$ cat src/rtl/imm_gen_pkg.sv
// Shared definitions for the RV immediate generator: format codes, opcodes
// and parameter legality checks.
package imm_gen_pkg;

   typedef enum logic [2:0] {
      FMT_R   = 3'd0,
      FMT_I   = 3'd1,
      FMT_S   = 3'd2,
      FMT_B   = 3'd3,
      FMT_U   = 3'd4,
      FMT_J   = 3'd5,
      FMT_ISH = 3'd6,
      FMT_ILL = 3'd7
   } fmt_e;

   localparam logic [6:0] OP_LOAD   = 7'b0000011;
   localparam logic [6:0] OP_IMM    = 7'b0010011;
   localparam logic [6:0] OP_IMM32  = 7'b0011011;
   localparam logic [6:0] OP_JALR   = 7'b1100111;
   localparam logic [6:0] OP_SYSTEM = 7'b1110011;
   localparam logic [6:0] OP_STORE  = 7'b0100011;
   localparam logic [6:0] OP_BRANCH = 7'b1100011;
   localparam logic [6:0] OP_LUI    = 7'b0110111;
   localparam logic [6:0] OP_AUIPC  = 7'b0010111;
   localparam logic [6:0] OP_JAL    = 7'b1101111;
   localparam logic [6:0] OP_OP     = 7'b0110011;
   localparam logic [6:0] OP_OP32   = 7'b0111011;

   localparam logic [2:0] F3_SLL = 3'b001;
   localparam logic [2:0] F3_SRX = 3'b101;

   function automatic bit xlen_legal(input int unsigned xlen);
      return (xlen == 32) || (xlen == 64);
   endfunction

   function automatic bit depth_legal(input int unsigned depth);
      return (depth >= 2) && (depth <= 8);
   endfunction

endpackage

$ cat src/rtl/imm_gen_pipe_decode.sv
// Combinational RV immediate decoder: classifies the opcode and builds the
// XLEN-wide extended immediate.
module imm_decode
   import imm_gen_pkg::*;
#(
   parameter int unsigned XLEN = 32
) (
   input  logic [31:0]     instr_i,
   output logic [XLEN-1:0] imm_o,
   output fmt_e            fmt_o
);

   logic [6:0]  opcode;
   logic [2:0]  funct3;
   logic        sign;
   logic        is_shift;
   logic        use_sext;
   logic [5:0]  shamt;
   logic [31:0] low;

   assign opcode = instr_i[6:0];
   assign funct3 = instr_i[14:12];
   assign sign   = instr_i[31];

   // Shift-immediates take priority over the generic I format of OP-IMM.
   assign is_shift = ((opcode == OP_IMM) || (opcode == OP_IMM32)) &&
                     ((funct3 == F3_SLL) || (funct3 == F3_SRX));

   // RV32 shamt is 5 bits; bit 25 belongs to funct7 there.
   assign shamt = (XLEN == 64) ? instr_i[25:20] : {1'b0, instr_i[24:20]};

   always_comb begin
      low      = '0;
      use_sext = 1'b0;
      fmt_o    = FMT_ILL;
      if (is_shift) begin
         fmt_o = FMT_ISH;
         low   = {26'b0, shamt};
      end else begin
         case (opcode)
            OP_LOAD, OP_IMM, OP_JALR, OP_SYSTEM: begin
               fmt_o    = FMT_I;
               use_sext = 1'b1;
               low      = {{20{sign}}, instr_i[31:20]};
            end
            OP_STORE: begin
               fmt_o    = FMT_S;
               use_sext = 1'b1;
               low      = {{20{sign}}, instr_i[31:25], instr_i[11:7]};
            end
            OP_BRANCH: begin
               fmt_o    = FMT_B;
               use_sext = 1'b1;
               low      = {{19{sign}}, instr_i[31], instr_i[7],
                           instr_i[30:25], instr_i[11:8], 1'b0};
            end
            OP_LUI, OP_AUIPC: begin
               fmt_o    = FMT_U;
               use_sext = 1'b1;
               low      = {instr_i[31:12], 12'b0};
            end
            OP_JAL: begin
               fmt_o    = FMT_J;
               use_sext = 1'b1;
               low      = {{11{sign}}, instr_i[31], instr_i[19:12],
                           instr_i[20], instr_i[30:21], 1'b0};
            end
            OP_OP, OP_OP32: fmt_o = FMT_R;
            default:        fmt_o = FMT_ILL;
         endcase
      end
      imm_o       = {XLEN{sign & use_sext}};
      imm_o[31:0] = low;
   end

endmodule

$ cat src/rtl/imm_gen_pipe.sv
// Immediate generator stage: decodes on accept, computes pc+imm and queues
// results in a small FIFO whose head is presented on registered outputs.
module imm_gen_pipe
   import imm_gen_pkg::*;
#(
   parameter int unsigned XLEN  = 32,
   parameter int unsigned DEPTH = 2
) (
   input  logic            clk_i,
   input  logic            rst_n_i,
   input  logic            flush_i,
   input  logic            in_valid_i,
   output logic            in_ready_o,
   input  logic [31:0]     instr_i,
   input  logic [XLEN-1:0] pc_i,
   output logic            out_valid_o,
   input  logic            out_ready_i,
   output logic [XLEN-1:0] imm_o,
   output logic [2:0]      fmt_o,
   output logic [XLEN-1:0] target_o
);

   localparam int unsigned PTR_W = $clog2(DEPTH);
   localparam int unsigned CNT_W = $clog2(DEPTH + 1);

   if (!xlen_legal(XLEN)) begin : g_bad_xlen
      $error("imm_gen_pipe: XLEN must be 32 or 64");
   end
   if (!depth_legal(DEPTH)) begin : g_bad_depth
      $error("imm_gen_pipe: DEPTH must be 2..8");
   end

   logic [XLEN-1:0] dec_imm;
   fmt_e            dec_fmt;
   logic [XLEN-1:0] dec_target;

   imm_decode #(.XLEN(XLEN)) u_decode (
      .instr_i (instr_i),
      .imm_o   (dec_imm),
      .fmt_o   (dec_fmt)
   );

   assign dec_target = pc_i + dec_imm;

   logic [XLEN-1:0] imm_mem [DEPTH];
   fmt_e            fmt_mem [DEPTH];
   logic [XLEN-1:0] tgt_mem [DEPTH];

   logic [PTR_W-1:0] rd_ptr_q, rd_ptr_d;
   logic [PTR_W-1:0] wr_ptr_q, wr_ptr_d;
   logic [CNT_W-1:0] count_q, count_d;
   logic             out_valid_q, out_valid_d;
   logic             in_ready_q, in_ready_d;
   logic [XLEN-1:0]  imm_q, imm_d;
   fmt_e             fmt_q, fmt_d;
   logic [XLEN-1:0]  target_q, target_d;

   logic push;
   logic pop;
   logic head_is_new;

   function automatic logic [PTR_W-1:0] next_ptr(input logic [PTR_W-1:0] p);
      return (p == PTR_W'(DEPTH - 1)) ? '0 : p + PTR_W'(1);
   endfunction

   assign push = in_valid_i & in_ready_q;
   assign pop  = out_valid_q & out_ready_i;

   always_comb begin
      rd_ptr_d    = rd_ptr_q;
      wr_ptr_d    = wr_ptr_q;
      count_d     = count_q;
      imm_d       = imm_q;
      fmt_d       = fmt_q;
      target_d    = target_q;
      head_is_new = 1'b0;
      if (flush_i) begin
         rd_ptr_d = '0;
         wr_ptr_d = '0;
         count_d  = '0;
      end else begin
         if (push) wr_ptr_d = next_ptr(wr_ptr_q);
         if (pop)  rd_ptr_d = next_ptr(rd_ptr_q);
         count_d     = count_q + CNT_W'(push) - CNT_W'(pop);
         // The incoming entry becomes the head when nothing older survives.
         head_is_new = push && (count_q == CNT_W'(pop));
      end
      out_valid_d = (count_d != '0);
      in_ready_d  = (count_d != CNT_W'(DEPTH));
      // With an empty buffer the outputs keep whatever they last showed.
      if (out_valid_d) begin
         if (head_is_new) begin
            imm_d    = dec_imm;
            fmt_d    = dec_fmt;
            target_d = dec_target;
         end else begin
            imm_d    = imm_mem[rd_ptr_d];
            fmt_d    = fmt_mem[rd_ptr_d];
            target_d = tgt_mem[rd_ptr_d];
         end
      end
   end

   always_ff @(posedge clk_i) begin
      if (push && !flush_i) begin
         imm_mem[wr_ptr_q] <= dec_imm;
         fmt_mem[wr_ptr_q] <= dec_fmt;
         tgt_mem[wr_ptr_q] <= dec_target;
      end
   end

   always_ff @(posedge clk_i or negedge rst_n_i) begin
      if (!rst_n_i) begin
         rd_ptr_q    <= '0;
         wr_ptr_q    <= '0;
         count_q     <= '0;
         out_valid_q <= 1'b0;
         in_ready_q  <= 1'b0;
         imm_q       <= '0;
         fmt_q       <= FMT_R;
         target_q    <= '0;
      end else begin
         rd_ptr_q    <= rd_ptr_d;
         wr_ptr_q    <= wr_ptr_d;
         count_q     <= count_d;
         out_valid_q <= out_valid_d;
         in_ready_q  <= in_ready_d;
         imm_q       <= imm_d;
         fmt_q       <= fmt_d;
         target_q    <= target_d;
      end
   end

   assign in_ready_o  = in_ready_q;
   assign out_valid_o = out_valid_q;
   assign imm_o       = imm_q;
   assign fmt_o       = fmt_q;
   assign target_o    = target_q;

endmodule

$ cat config.mk
export PLATFORM = sky130hd
export DESIGN_NAME = imm_gen_pipe
export DESIGN_NICKNAME = d
export VERILOG_FILES = /design/src/rtl/imm_gen_pkg.sv /design/src/rtl/imm_gen_pipe_decode.sv /design/src/rtl/imm_gen_pipe.sv
export SDC_FILE = /design/constraint.sdc
export NUM_CORES = 1
export LEC_CHECK = 0
export CAP_MARGIN = 0
export CORE_MARGIN = 4
export CORE_UTILIZATION = 60
export DETAILED_ROUTE_END_ITERATION = 6
export PLACE_DENSITY = 0.85
export SETUP_SLACK_MARGIN = 0.05
export SLEW_MARGIN = 0
export SYNTH_ARGS = -nofsm -noshare
export SYNTH_HDL_FRONTEND = slang
export SYNTH_SLANG_ARGS = --single-unit
$ cat constraint.sdc
create_clock -name clk_i -period 12.65 [get_ports clk_i]
set_clock_uncertainty 0.2 [all_clocks]
set_input_delay 1.8975 -clock clk_i [delete_from_list [all_inputs] [get_ports clk_i]]
set_output_delay 1.8975 -clock clk_i [all_outputs]
set_load 0.01 [all_outputs]
# Word level (Yosys, flattened, before mapping)
# Memory sizes are Yosys's and may differ from the RTL's.
# Index checks and enable logic that the tools add are counted.
dict set report word_totals {
  reg_bits 73
  ram_bits 134
  in_bits 69
  output_inout_bits 69
  word_cells 62
  memories 3
}
dict set report classes {
  addsub 5
  eq_ne 16
  muxes 17
  bitwise_logic 2
  n_reduce_logical 11
}
# name words word_bits rd rd_clocked_by_memory_dff wr line_no
set memory_table {}
lappend memory_table {imm_mem 2 32 1 0 1 imm_gen_pipe.sv:45} ;# logic [XLEN-1:0] imm_mem [DEPTH];
lappend memory_table {tgt_mem 2 32 1 0 1 imm_gen_pipe.sv:47} ;# logic [XLEN-1:0] tgt_mem [DEPTH];
lappend memory_table {fmt_mem 2 3 1 0 1 imm_gen_pipe.sv:46} ;# fmt_e fmt_mem [DEPTH];
# operator n
set ops {}
lappend ops {{$pmux 32 s5} 1}
lappend ops {{$mux 32} 3}
lappend ops {{$add 32x32->32} 1}
lappend ops {{$eq 7x6->1 const B} 4}
lappend ops {{$eq 7x7->1 const B} 4}
lappend ops {{$eq 7x5->1 const B} 3}
lappend ops {{$pmux 3 s6} 1}
lappend ops {{$mux 1} 9}
lappend ops {{$eq 7x2->1 const B} 1}
lappend ops {{$mux 3} 2}
lappend ops {{$reduce_bool 2->1} 2}
lappend ops {{$reduce_or 2->1} 2}
lappend ops {{$reduce_or 4->1} 1}
lappend ops {{$eq 3x1->1 const B} 1}
lappend ops {{$eq 3x3->1 const B} 1}
lappend ops {{$logic_and 1x1->1} 3}
lappend ops {{$add 1x1->1 const B} 2}
lappend ops {{$add 2x1->2} 1}
lappend ops {{$and 1x1->1} 2}
lappend ops {{$eq 2x1->1} 1}
lappend ops {{$logic_or 1x1->1} 2}
lappend ops {{$mux 2} 1}
lappend ops {{$ne 2x2->1 const B} 1}
lappend ops {{$sub 2x1->2} 1}
lappend ops {{$logic_not 1->1} 1}

# Longest topological paths before layout
# Gate-level depths: netlist (run 1).
dict set report depth {
  word_depth 6
  depth_mapped 17
  ltp_nobuf 15
}

# Modules after synthesis
# A second synthesis (run 1) with hierarchy kept.
dict set report hier_totals {
  cells_unflattened 916
  area_unflattened_um2 10352.4
}
# mod n_inst cells_each area_each_um2 seq_area_each_um2
set by_module_without_submodules {}
lappend by_module_without_submodules {imm_gen_pipe 1 802 9638.0 5850.6}
lappend by_module_without_submodules {imm_decode 1 114 714.4 0.0}

# Worst setup path after synthesis (run 1)
# Ideal clock, no wire load.
dict set report synth_path {
  path_type {input -> register}
  start {in flush_i}
  end {mem fmt_mem[1][0] in the netlist's numbering, enable pin}
  setup_ns 0.588
  t_arrival_ns 6.992
  path_slack_ns 4.870
  stages 2
  path_cell_list {clkbuf_1 > nor3b_1}
}
dict set report synth_via {
  elab_chain_len 4
}
# element line_no
set synth_lines {}
lappend synth_lines {{start, declared} imm_gen_pipe.sv:11} ;# input logic flush_i,
lappend synth_lines {{$logic_not 1->1} imm_gen_pipe.sv:105} ;# if (push && !flush_i) begin
lappend synth_lines {{$logic_and 1x1->1} imm_gen_pipe.sv:105}
lappend synth_lines {{$mux 1} imm_gen_pipe.sv:105}
lappend synth_lines {{$mux 1 (not written as such)} imm_gen_pipe.sv:107} ;# fmt_mem[wr_ptr_q] <= dec_fmt;
lappend synth_lines {{end, declared} imm_gen_pipe.sv:46}
# No other way between the ends.

# Worst setup path after layout (run 1)
dict set report layout_path {
  start {in instr_i[2]}
  end {mem tgt_mem[1][25], data pin}
}
dict set report layout_via {
  elab_chain_len 5
}
# element line_no
set layout_lines {}
lappend layout_lines {{start, declared} imm_gen_pipe.sv:14} ;# input logic [31:0] instr_i,
lappend layout_lines {{$eq 7x2->1 (tied with other cells)} imm_gen_pipe_decode.sv:40} ;# case (opcode)
lappend layout_lines {{$reduce_or 4->1 (tied with other cells)} imm_gen_pipe_decode.sv:40}
lappend layout_lines {{$pmux 32 s5 / $logic_and 1x1->1 (equally long branches)} {imm_gen_pipe_decode.sv:40, imm_gen_pipe_decode.sv:26}}
lappend layout_lines {{$mux 32 (*)} imm_gen_pipe_decode.sv:36} ;# if (is_shift) begin
lappend layout_lines {{named net dec_imm[10]} imm_gen_pipe.sv:33} ;# logic [XLEN-1:0] dec_imm;
lappend layout_lines {{$add 32x32->32 (*)} imm_gen_pipe.sv:43} ;# assign dec_target = pc_i + dec_imm;
lappend layout_lines {{named net dec_target[25]} imm_gen_pipe.sv:35} ;# logic [XLEN-1:0] dec_target;
lappend layout_lines {{end, declared} imm_gen_pipe.sv:47}
# The timed path passes the listed nets; every way through them passes the cells marked *.

==> results.env, run 1 <==
NET_COUNT_OF_THE_FINISHED_LAYOUT=1149
INITIAL_UTILIZATION_PCT=62.0
SYN_AREA_PER_CELL_UM2=11.2
ROUTE.FINAL.WIRE_LENGTH_MM=27.2
MAXCLOCKFREQUENCY_MHz=159
ROW_COUNT=47
GRT_PASS1_WL_MM=42.9
DIE_H_UM=140
SYNTH_SEQ_AREA_SHARE_PCT=56.3
SYNTHDISTINCTLIBCELLS=61
SYNTH_AREA_UM2=10400
GRT_START_MAX_NET_PINS=113
DETAILEDROUTE.FIRSTPASSITERATIONCOUNT=7
MOSTFREQUENTLAYOUTCELLS='sky130_fd_sc_hd__clkdlybuf4s50_1, sky130_fd_sc_hd__edfxtp_1, sky130_fd_sc_hd__nand2_1, sky130_fd_sc_hd__a21oi_1, sky130_fd_sc_hd__nor2_1'
FIN_CRIT_SH_PCT=49.7
DIE-WIDTH_UM=140
POST_SYNTH_INST_COUNT=931
POST-CTS-SETUP-BUFFERS=0
FINAL_CELLS=1280
PIN_COUNT=138
PLACED_CELLS=1243
INITIAL_DRT_MARKERS=727
ASYNC_RESET_FF_SHARE_PCT=35.3
CTS-BUFFERS-INSERTED=21
DRV_CAP=0
GLOBALPLACE.CONGESTION=0.902
FINAL-SETUP-VIOL-COUNT=0
CTS_HOLD_BUF=0
CORE_REGION_AREA_UM2=16800
PRE_CTS_WS_NS=5.97
FIN_SETUP_TNS_NS=0
TIMING.REG2REG.WORST_PATH_DEPTH=12
TRITONCTS_CLOCK_TREE='yes'
SYNTH_ENABLE_FLOP_CELLS=134
SLEW_AT_THE_PIN_CLOSEST_TO_ITS_MAX_SLEW_LIMIT_NS=1.16
CTS_ROOT_BUF='sky130_fd_sc_hd__clkbuf_16'
FINAL_HPWL_FROM_DETAILED_PLACEMENT_MM=18.2
MOSTFREQUENTLAYOUTCELL='sky130_fd_sc_hd__clkdlybuf4s50_1'
DRTANTENNAVIOLNETS=0
TIMING.CRITICAL_PATH.FROM_TYPE='primary input'
CRITPATHARRIVALTIME_NS=6.32
POWER.STATIC_LEAKAGE_uW=0.00495
SYNTHESIS.NETS=1034
SYNTH_TOP_FLOP_CELL='sky130_fd_sc_hd__edfxtp_1'
LAYOUT_SETUP_WS_NS=6.36
MIN-DELAY-PATH-CLASS='flip-flop to flip-flop'
RUN_STATUS='finished clean'
CLOCKBUFFERDEPTH=3
SYN_TO_FINAL_GROWTH_PCT=21.7
FP.DIEAREA_UM2=19500
DRIVE_GT1_SHARE_PCT=5.94
MAX_SLEW_MARGIN_PCT=22.8
CRITPATHKIND='primary input to flip-flop'
GRT_PASS1_VIAS=7832
FINAL_PERIOD_MINUS_WORST_SETUP_SLACK_NS=6.29
FINAL-HOLD-VIOLATION-COUNT=0
CP_MAX_FO=14
DIODES=0
ANTENNA_FOUND_INITIAL=0
ROUTED_VIA_DENSITY=6.15
CLK_TRANSITION_REPORTED_PATHS_NS=0.06
GRT_SETUP_UNREPAIRED='false'
GR-TOTAL-OVERFLOW=0
YS_SEQ_ELEMENTS=207
DRT_DRC_VIOLATIONS_LEFT=0
POST_CTS.RESIZED_INSTANCES=0
CTS.HTREE.LEVELS=1
POWER.DENSITY_nW_PER_UM2=194
SLEW_VIOL_FINAL=0
GLOBAL_ROUTE.USAGE.TOTAL_PCT=27.5
NUM_VIAS=7866
HOLD_PATH_DEPTH=2
TIMING.CRITICAL_PATH.TO_TYPE='flip-flop'
IO_BUFFER_COUNT=137
YS_WARNS=0
FINISH.UTILIZATION_PCT=75.5
IR_WORST_VDD_mV=0.163
CTS.SINKS=207
POST_DRT_WL_PER_CELL_UM=21.3
WORST_EP_REQUIRED_TIME_NS=12.67
CLK-INSERTION-DELAY-LATE_NS=0.50
## registers in the layout (all words and copies together), names as in the netlist, 2 cells and up
signal,count
imm_mem,64
tgt_mem,64
imm_o,32
target_o,32
fmt_mem,6
fmt_o,3
count_q,2
## worst max-delay path, cell delays in order
cell and delay (ns):
sky130_fd_sc_hd__clkdlybuf4s50_1 0.68, sky130_fd_sc_hd__nor2_1 0.47, sky130_fd_sc_hd__nor2_1 0.09, sky130_fd_sc_hd__nor2_1 0.27
sky130_fd_sc_hd__nor2_1 0.10, sky130_fd_sc_hd__nor3_1 0.56, sky130_fd_sc_hd__and2_1 0.31, sky130_fd_sc_hd__ha_1 0.29
sky130_fd_sc_hd__and2_1 0.25, sky130_fd_sc_hd__a221o_1 0.35, sky130_fd_sc_hd__a21oi_1 0.19, sky130_fd_sc_hd__o211ai_2 0.17
sky130_fd_sc_hd__a21bo_2 0.27, sky130_fd_sc_hd__a21boi_1 0.28, sky130_fd_sc_hd__xnor2_1 0.13
## area by class of cell
cell class                 count  area (um^2)
sequential                   207         5850
clock inverter                10          180
multi-input combinational    664         4330
clock buffer                  27          568
timing repair buffer         142         1410
inverter                      10         37.5
tap                          220          275
fill                        1175         4110
## logic make-up (layout without fill, tap and decap cells)
family                     count (synthesis)  in the layout  share of synthesized area [%]
xor gates and xnor gates                  36             36                           3.03
AOI/OAI and AO/OA                        261            261                           16.2
and+or+nand+nor                          264            264                           11.4
muxes                                     69             69                           6.65
adders and majority gates                 34             34                           4.16
buffers and inverters                     60            189                           2.31
DFF                                      207            207                           56.3
## synth_stat cells, types with 3 or more instances
library cell | count | area share (%)
sky130_fd_sc_hd__a211oi_1 | 4 | 0.29
sky130_fd_sc_hd__a21o_1 | 27 | 1.9
sky130_fd_sc_hd__a21oi_1 | 95 | 4.6
sky130_fd_sc_hd__a21oi_2 | 4 | 0.34
sky130_fd_sc_hd__a221o_1 | 9 | 0.87
sky130_fd_sc_hd__a22o_1 | 5 | 0.42
sky130_fd_sc_hd__a31oi_1 | 3 | 0.18
sky130_fd_sc_hd__and2_1 | 9 | 0.54
sky130_fd_sc_hd__and3_1 | 4 | 0.24
sky130_fd_sc_hd__buf_1 | 5 | 0.18
sky130_fd_sc_hd__buf_2 | 12 | 0.58
sky130_fd_sc_hd__clkbuf_1 | 33 | 1.2
sky130_fd_sc_hd__dfrtp_1 | 73 | 18
sky130_fd_sc_hd__edfxtp_1 | 134 | 39
sky130_fd_sc_hd__ha_1 | 33 | 4.0
sky130_fd_sc_hd__inv_1 | 10 | 0.36
sky130_fd_sc_hd__mux2i_1 | 68 | 6.5
sky130_fd_sc_hd__nand2_1 | 101 | 3.6
sky130_fd_sc_hd__nand2b_1 | 3 | 0.18
sky130_fd_sc_hd__nand3_1 | 7 | 0.34
sky130_fd_sc_hd__nand4_1 | 12 | 0.72
sky130_fd_sc_hd__nor2_1 | 80 | 2.9
sky130_fd_sc_hd__nor2_2 | 3 | 0.18
sky130_fd_sc_hd__nor2b_1 | 6 | 0.36
sky130_fd_sc_hd__nor3_1 | 20 | 0.96
sky130_fd_sc_hd__nor3b_1 | 3 | 0.22
sky130_fd_sc_hd__nor4_1 | 3 | 0.18
sky130_fd_sc_hd__o211ai_2 | 3 | 0.36
sky130_fd_sc_hd__o21a_1 | 7 | 0.51
sky130_fd_sc_hd__o21ai_0 | 58 | 2.8
sky130_fd_sc_hd__o21ai_1 | 9 | 0.43
sky130_fd_sc_hd__o21ai_2 | 3 | 0.25
sky130_fd_sc_hd__o21bai_1 | 5 | 0.36
sky130_fd_sc_hd__o31ai_1 | 5 | 0.36
sky130_fd_sc_hd__or3_1 | 6 | 0.36
sky130_fd_sc_hd__xnor2_1 | 19 | 1.6
sky130_fd_sc_hd__xor2_1 | 17 | 1.4
## worst paths after layout
check                                       from                  endpoint  slack, ns
min in group asynchronous                rst_n_i      fmt_o[1]$_DFFE_PN0P_       1.37
max reg2reg                out_valid_o$_DFF_PN0_  target_o[16]$_DFFE_PN0P_       9.15
max in group asynchronous                rst_n_i     imm_o[16]$_DFFE_PN0P_      10.22
max                                   instr_i[2]  tgt_mem[1][25]$_DFFE_PP_       6.36
min                         imm_o[6]$_DFFE_PN0P_      imm_o[6]$_DFFE_PN0P_       0.28
min reg2reg                 imm_o[6]$_DFFE_PN0P_      imm_o[6]$_DFFE_PN0P_       0.28
## power breakdown
group          switching (uW)  internal [uW]
registers                73.4            884
logic                     462            364
clock network             258            419
total                     793           1670
## routing by layer
layer | vias to the layer above | part of all wire, % | GRT usage [%]
li1 | 3656 | - | -
met3 | 36 | 7.6 | 5.49
met2 | 293 | 48 | 45.0
met1 | 3881 | 43 | 38.7
met5 | - | 0 | 0
met4 | 0 | 1.7 | 5.92
## through the flow
step	hold WS [ns]	instance area (um^2)	power, uW
global route	0.305	12700	2590
detailed placement	0.266	11900	1780
global placement	0.260	11900	1760
floorplan	0.307	10400	1430
CTS	0.283	12700	2470
finish	0.276	12700	2460
(Power assumes the default switching activity.)
==> run 2, diff against run 1 <==
--- a/config.mk
+++ b/config.mk
@@ -7,9 +7,9 @@
 export LEC_CHECK = 0
 export CAP_MARGIN = 0
 export CORE_MARGIN = 4
-export CORE_UTILIZATION = 60
+export CORE_UTILIZATION = 56
 export DETAILED_ROUTE_END_ITERATION = 6
-export PLACE_DENSITY = 0.85
+export PLACE_DENSITY = 0.8
 export SETUP_SLACK_MARGIN = 0.05
 export SLEW_MARGIN = 0
 export SYNTH_ARGS = -nofsm -noshare
==> constraint.sdc (replaced) <==
create_clock -name clk_i -period 6.43 [get_ports clk_i]
set_clock_uncertainty 0.2 [all_clocks]
set_input_delay 0.9645 -clock clk_i [delete_from_list [all_inputs] [get_ports clk_i]]
set_output_delay 0.9645 -clock clk_i [all_outputs]
set_load 0.01 [all_outputs]
==> results.env, run 2 (synthesis results as in run 1) <==
RUN_STATUS='finished clean'
MIN-DELAY-PATH-CLASS='flip-flop to flip-flop'
CRIT_BUF_INV=1  # unchanged
DELAY_HEAVIEST_FAMILY_CP='simple AND/OR/NAND/NOR gates'
CTS_HOLD_BUF=0  # unchanged
CP_DOMINANT_CELL_BY_COUNT='sky130_fd_sc_hd__nor2_1'
DR_WL_MET3_MM=1.19  # -43%
FINAL_HPWL_FROM_DETAILED_PLACEMENT_MM=18.2  # about the same
POWER.STATIC_LEAKAGE_uW=0.00490  # -0.97%
GRT_PASS1_WL_MM=40.9  # -4.7%
FP.DIEAREA_UM2=20800  # +6.7%
GLOBAL_ROUTE.USAGE.TOTAL_PCT=25.1  # -2.3 points
SYN_TO_FINAL_GROWTH_PCT=20.8
FINAL-HOLD-VIOLATION-COUNT=0  # unchanged
FINISH.UTILIZATION_PCT=69.5  # -6.0 points
GRT_SETUP_UNREPAIRED='false'
POWER.DENSITY_nW_PER_UM2=366  # +88%
FINAL_PERIOD_MINUS_WORST_SETUP_SLACK_NS=5.11
CTS.HTREE.LEVELS=1  # unchanged
CTS-BUFFERS-INSERTED=21  # unchanged
GRT_START_MAX_NET_PINS=74  # -35%
MAXCLOCKFREQUENCY_MHz=196
WORST_EP_REQUIRED_TIME_NS=6.60  # -6.07 ns
CRITPATHARRIVALTIME_NS=5.28  # -1.04 ns
DRV_CAP=0  # unchanged
CPMAXSTAGEDELAYCELL='sky130_fd_sc_hd__clkdlybuf4s50_1'
CP_NUM_CELLS=16  # +1
SLEW_AT_THE_PIN_CLOSEST_TO_ITS_MAX_SLEW_LIMIT_NS=1.01  # -0.153 ns
TRITONCTS_CLOCK_TREE='yes'
INITIAL_UTILIZATION_PCT=57.5  # -4.5 points
TIMING.REG2REG.WORST_PATH_DEPTH=11  # -1
CLK_TRANSITION_REPORTED_PATHS_NS=0.06  # about the same
MAX_SLEW_MARGIN_PCT=32.9  # +10 points
DIODES=0  # unchanged
DIE_H_UM=144  # +3.3%
MOSTFREQUENTLAYOUTCELL='sky130_fd_sc_hd__clkdlybuf4s50_1'
DRIVE_GT1_SHARE_PCT=5.65  # -0.29 points
NUM_VIAS=7632  # -3.0%
ROW_COUNT=49  # +4.3%
ROUTE.FINAL.WIRE_LENGTH_MM=26.0  # -4.4%
PIN_COUNT=138  # unchanged
CTS.SINKS=207  # unchanged
DRTANTENNAVIOLNETS=0  # unchanged
CRITICAL_PATH_CELL_LIST='clkdlybuf4s50_1 > nor2_1 > nor2_1 > nor2_1 > nor2_1 > nor3_1 > and2_1 > ha_1 > a21oi_2 > o21ai_2 > a221oi_4 > a21oi_2 > a21o_1 > a221oi_4 > nor4_1 > or3b_1'
HOLD_PATH_DEPTH=2  # unchanged
CPPEAKSTAGEDELAY_NS=0.66  # -0.02 ns
NET_COUNT_OF_THE_FINISHED_LAYOUT=1151  # +0.17%
CTS_ROOT_BUF='sky130_fd_sc_hd__clkbuf_16'
DIE-WIDTH_UM=144  # +3.3%
DR_WL_MET2_MM=12.2  # -6.2%
CRITPATHKIND='primary input to flip-flop'
DRT_DRC_VIOLATIONS_LEFT=0  # unchanged
FIN_SETUP_TNS_NS=0  # unchanged
ANTENNA_FOUND_INITIAL=1  # +1
FINAL-SETUP-VIOL-COUNT=0  # unchanged
INITIAL_DRT_MARKERS=475  # -35%
GLOBALPLACE.CONGESTION=0.927  # +2.7%
TIMING.CRITICAL_PATH.FROM_TYPE='primary input'
CLK-INSERTION-DELAY-LATE_NS=0.49  # about the same
DRT-MET1-WL_MM=11.9  # +2.2%
GR-TOTAL-OVERFLOW=0  # unchanged
CORE_REGION_AREA_UM2=18100  # +7.9%
POST_LAYOUT_TOTAL_POWER_uW=4600  # +87%
DETAILEDROUTE.FIRSTPASSITERATIONCOUNT=5  # -2
MOSTFREQUENTLAYOUTCELLS='sky130_fd_sc_hd__clkdlybuf4s50_1, sky130_fd_sc_hd__edfxtp_1, sky130_fd_sc_hd__nand2_1, sky130_fd_sc_hd__a21oi_1, sky130_fd_sc_hd__nor2_1'
IR_WORST_VDD_mV=0.250  # +53%
TIMING.CRITICAL_PATH.TO_TYPE='flip-flop'
CP_MAX_FO=14  # unchanged
ROUTED_VIA_DENSITY=5.91  # -3.8%
SLEW_VIOL_FINAL=0  # unchanged
CLOCKBUFFERDEPTH=3  # unchanged
POST_CTS.RESIZED_INSTANCES=0  # unchanged
FIN_CRIT_SH_PCT=79.5
TIMING.HOLD.WS_NS=0.275  # -0.00154 ns
POST-CTS-SETUP-BUFFERS=0  # unchanged
MAXUSEDROUTINGLAYER='met4'
GRT_PASS1_VIAS=7470  # -4.6%
IO_BUFFER_COUNT=137  # unchanged
REG.LARGEST.LIST='imm_mem: 64 flops, tgt_mem: 64 flops'
POST_DRT_WL_PER_CELL_UM=20.2  # -5.3%
[run 2: path summary, 6_finish.rpt]
path	slack, ns	start	end
max	1.32	instr_i[2]	target_o[24]$_DFFE_PN0P_
min	0.27	target_o[7]$_DFFE_PN0P_	target_o[7]$_DFFE_PN0P_
max reg2reg	3.01	in_ready_o$_DFF_PN0_	target_o[28]$_DFFE_PN0P_
min reg2reg	0.27	target_o[7]$_DFFE_PN0P_	target_o[7]$_DFFE_PN0P_
max in group asynchronous	4.93	rst_n_i	count_q[1]$_DFF_PN0_
min in group asynchronous	0.44	rst_n_i	imm_o[0]$_DFFE_PN0P_
[run 2: where the power goes]
group	internal, uW	switching, uW
clock network	640	481
registers	1740	142
logic	718	881
total	3100	1510
[run 2: layout make-up]
type                            instances  area, um^2
Multi-Input combinational cell        664        4350
Clock inverter                         11        78.8
Inverter                               10        37.5
Tap cell                              229         287
Clock buffer                           26         544
Sequential cell                       207        5850
Fill cell                            1359        5520
Timing Repair Buffer                  144        1420
[run 2: through the flow]
step,worst slack (ns),cells,cell area (um^2)
global route,0.906,1291,12600
detailed placement,0.890,1254,11900
floorplan,1.96,931,10400
global placement,0.878,1254,11900
CTS,1.39,1291,12600
finish,1.32,1291,12600
[run 2: worst register-to-register path: stages, from the launching register on]
cell,delay (ns)
sky130_fd_sc_hd__dfrtp_1,0.34
sky130_fd_sc_hd__nand2_1,0.22
sky130_fd_sc_hd__ha_1,0.36
sky130_fd_sc_hd__inv_1,0.04
sky130_fd_sc_hd__ha_1,0.18
sky130_fd_sc_hd__xnor2_1,0.16
sky130_fd_sc_hd__xnor2_1,0.16
sky130_fd_sc_hd__nor2_1,0.07
sky130_fd_sc_hd__or2_4,0.46
sky130_fd_sc_hd__nor2_2,0.59
sky130_fd_sc_hd__o311ai_0,0.25
sky130_fd_sc_hd__o31ai_1,0.29
[run 2: routing by layer]
metal | vias to the layer above | global-route usage [%]
li1 | 3662 | -
met1 | 3715 | 37.1
met2 | 215 | 40.3
met3 | 40 | 2.84
met4 | 0 | 6.33
met5 | - | 0
==> run 3, diff against run 2 <==
--- a/config.mk
+++ b/config.mk
@@ -7,9 +7,9 @@
 export LEC_CHECK = 0
 export CAP_MARGIN = 0
 export CORE_MARGIN = 4
-export CORE_UTILIZATION = 56
+export CORE_UTILIZATION = 50
 export DETAILED_ROUTE_END_ITERATION = 6
-export PLACE_DENSITY = 0.8
+export PLACE_DENSITY = 0.75
 export SETUP_SLACK_MARGIN = 0.05
 export SLEW_MARGIN = 0
 export SYNTH_ARGS = -nofsm -noshare
==> constraint.sdc (replaced) <==
create_clock -name clk_i -period 4.12 [get_ports clk_i]
set_clock_uncertainty 0.2 [all_clocks]
set_input_delay 0.618 -clock clk_i [delete_from_list [all_inputs] [get_ports clk_i]]
set_output_delay 0.618 -clock clk_i [all_outputs]
set_load 0.01 [all_outputs]
==> results.env, run 3 (synthesis results as in run 1) <==
POST_DRT_WL_PER_CELL_UM=19.0  # -5.9%
CRITPATHKIND='primary input to flip-flop'
SEQUENTIALPOWERSHARE_PCT=38.3  # -2.6 points
SYN_TO_FINAL_GROWTH_PCT=36.9
FINAL_HPWL_FROM_DETAILED_PLACEMENT_MM=20.7  # +13%
TIMING.REG2REG.WORST_PATH_DEPTH=11  # unchanged
FIN_SETUP_TNS_NS=0  # unchanged
CLK-INSERTION-DELAY-LATE_NS=0.51  # +0.02 ns
IR_WORST_VDD_mV=0.355  # +42%
DIE_H_UM=152  # +5.5%
CRITICAL_PATH_CELL_LIST='clkdlybuf4s50_1 > nand2_2 > buf_4 > a2111oi_0 > a21oi_1 > nor2_2 > ha_1 > and2_1 > a221o_1 > a21oi_1 > o211ai_2 > a21bo_2 > a21o_1 > xor2_1'
GLOBALPLACE.CONGESTION=0.913  # -1.5%
TIMING.CRITICAL_PATH.TO_TYPE='flip-flop'
NET_COUNT_OF_THE_FINISHED_LAYOUT=1325  # +15%
DRIVE_GT1_SHARE_PCT=20.8  # +15 points
CTS.HTREE.LEVELS=1  # unchanged
INITIAL_UTILIZATION_PCT=51.1  # -6.4 points
FINAL-SEQ-AREA_UM2=5850  # unchanged
TRITONCTS_CLOCK_TREE='yes'
DRT_DRC_VIOLATIONS_LEFT=0  # unchanged
GRT_PASS1_VIAS=8656  # +16%
REG.LARGEST.LIST='imm_mem: 64 flops, tgt_mem: 64 flops'
CPPEAKSTAGEDELAY_NS=0.53  # -0.13 ns
POWER.SHARE.COMBINATIONAL_PCT=35.0  # +0.2 points
PIN_COUNT=138  # unchanged
CP_NUM_CELLS=14  # -2
DIE-WIDTH_UM=152  # +5.5%
FINAL_PERIOD_MINUS_WORST_SETUP_SLACK_NS=3.83
MULTIINPUTGATEAREA_UM2=4450  # +2.5%
DELAY_HEAVIEST_FAMILY_CP='compound AO/OA/AOI/OAI gates'
PRE_CTS_WS_NS=-0.542  # -1.43 ns
ROUTE.FINAL.WIRE_LENGTH_MM=28.6  # +10%
LAYOUT_SETUP_WS_NS=0.288  # -1.03 ns
INITIAL_DRT_MARKERS=628  # +32%
CLOCKBUFFERDEPTH=3  # unchanged
CP_DOMINANT_CELL_BY_COUNT='sky130_fd_sc_hd__a21oi_1'
POST_LAYOUT_TOTAL_POWER_uW=7660  # +66%
MAX_SLEW_MARGIN_PCT=31.7  # -1.2 points
LAYOUT.FILLER_CELLS=1504  # +11%
TIMING.HOLD.WS_NS=0.0636  # -0.211 ns
GRT_START_MAX_NET_PINS=74  # unchanged
MOSTFREQUENTLAYOUTCELL='sky130_fd_sc_hd__buf_4'
MIN-DELAY-PATH-CLASS='primary input to asynchronous set/reset pin'
TIMING.CRITICAL_PATH.FROM_TYPE='primary input'
CTS_HOLD_BUF=0  # unchanged
CTS_ROOT_BUF='sky130_fd_sc_hd__clkbuf_16'
GLOBAL_ROUTE.USAGE.TOTAL_PCT=24.5  # -0.60 points
POWER.DENSITY_nW_PER_UM2=538  # +47%
CTS-BUFFERS-INSERTED=23  # +9.5%
FINAL-SETUP-VIOL-COUNT=0  # unchanged
SWITCHING_SHARE_PCT=32.2  # -0.52 points
WORST_EP_REQUIRED_TIME_NS=4.17  # -2.43 ns
CP_MAX_FO=7  # -7
FINISH.UTILIZATION_PCT=69.9  # +0.44 points
CPMAXSTAGEDELAYCELL='sky130_fd_sc_hd__clkdlybuf4s50_1'
NUM_VIAS=8397  # +10%
POWER.NET_SWITCHING_uW=2460  # +64%
CORE_REGION_AREA_UM2=20400  # +13%
MAXCLOCKFREQUENCY_MHz=261
RUN_STATUS='finished clean'
FINAL-HOLD-VIOLATION-COUNT=0  # unchanged
SLEW_AT_THE_PIN_CLOSEST_TO_ITS_MAX_SLEW_LIMIT_NS=1.02  # +0.0185 ns
DRV_CAP=0  # unchanged
POWER.SHARE.CLOCK_PCT=26.6  # +2.2 points
CLK_TRANSITION_REPORTED_PATHS_NS=0.06  # about the same
FP.DIEAREA_UM2=23200  # +11%
GR-TOTAL-OVERFLOW=0  # unchanged
ROUTED_VIA_DENSITY=5.57  # -5.8%
ROW_COUNT=52  # +6.1%
GRT_SETUP_UNREPAIRED='false'
IO_BUFFER_COUNT=137  # unchanged
FIN_CRIT_SH_PCT=93.0
DIODES=0  # unchanged
MOSTFREQUENTLAYOUTCELLS='sky130_fd_sc_hd__buf_4, sky130_fd_sc_hd__edfxtp_1, sky130_fd_sc_hd__clkdlybuf4s50_1, sky130_fd_sc_hd__nand2_1, sky130_fd_sc_hd__a21oi_1'
CTS.SINKS=207  # unchanged
ANTENNA_FOUND_INITIAL=1  # unchanged
CRIT_BUF_INV=2  # +1
DETAILEDROUTE.FIRSTPASSITERATIONCOUNT=6  # +1
GRT_PASS1_WL_MM=46.4  # +14%
CRITPATHARRIVALTIME_NS=3.88  # -1.40 ns
SLEW_VIOL_FINAL=0  # unchanged
POWER.STATIC_LEAKAGE_uW=0.00592  # +21%
DRTANTENNAVIOLNETS=0  # unchanged
CELL_INTERNAL_PWR_uW=5190  # +68%
## run 3: metal layers
metal	track usage (%)	up-vias	part of all wire (%)
li1	-	4013	-
met5	0	-	0
met3	3.83	47	5.6
met2	40.0	218	47
met1	35.1	4119	46
met4	5.44	0	2.1
## run 3: final timing paths
kind / start / endpoint / slack (ns)
min in group clk_i: imm_o[9]$_DFFE_PN0P_ / imm_o[9]$_DFFE_PN0P_ / 0.28
max: instr_i[0] / tgt_mem[1][29]$_DFFE_PP_ / 0.29
max in group asynchronous: rst_n_i / target_o[15]$_DFFE_PN0P_ / 2.96
min: rst_n_i / count_q[1]$_DFF_PN0_ / 0.06
max reg2reg: in_ready_o$_DFF_PN0_ / target_o[28]$_DFFE_PN0P_ / 1.11
min reg2reg: imm_o[9]$_DFFE_PN0P_ / imm_o[9]$_DFFE_PN0P_ / 0.28
## run 3: timing repair
action	4_1_cts	5_1_grt
setup endpoints to repair	10	61
gates resized for setup	5	31
buffers inserted	2	5
pin swaps	1	8
## run 3: through the flow
step	area (um^2)	instances
floorplan	10400	931
global route	14200	1508
CTS	14100	1503
finish	14200	1508
global placement	13300	1460
detailed placement	13300	1460
## run 3: area by class of cell
| class | count | share of cell area, % |
|---|---|---|
| repair buffers | 316 | 19.8 |
| multi-input cells | 664 | 31.3 |
| clock buffers | 30 | 4.23 |
| inverters | 10 | 0.264 |
| clock inverters | 11 | 0.958 |
| flip-flops and latches | 207 | 41.1 |
| well taps | 270 | 2.37 |
## run 3: power by group through the flow
| stage | registers (uW) | clock network [uW] | logic (uW) |
|---|---|---|---|
| 4_1_cts | 2940 | 2070 | 2700 |
| 2_1_floorplan | 3100 | 0 | 1280 |
| 6_report | 2930 | 2040 | 2680 |
| 3_3_place_gp | 2960 | 0 | 2630 |
| 3_5_place_dp | 2980 | 0 | 2690 |
| 5_1_grt | 2980 | 2150 | 2970 |
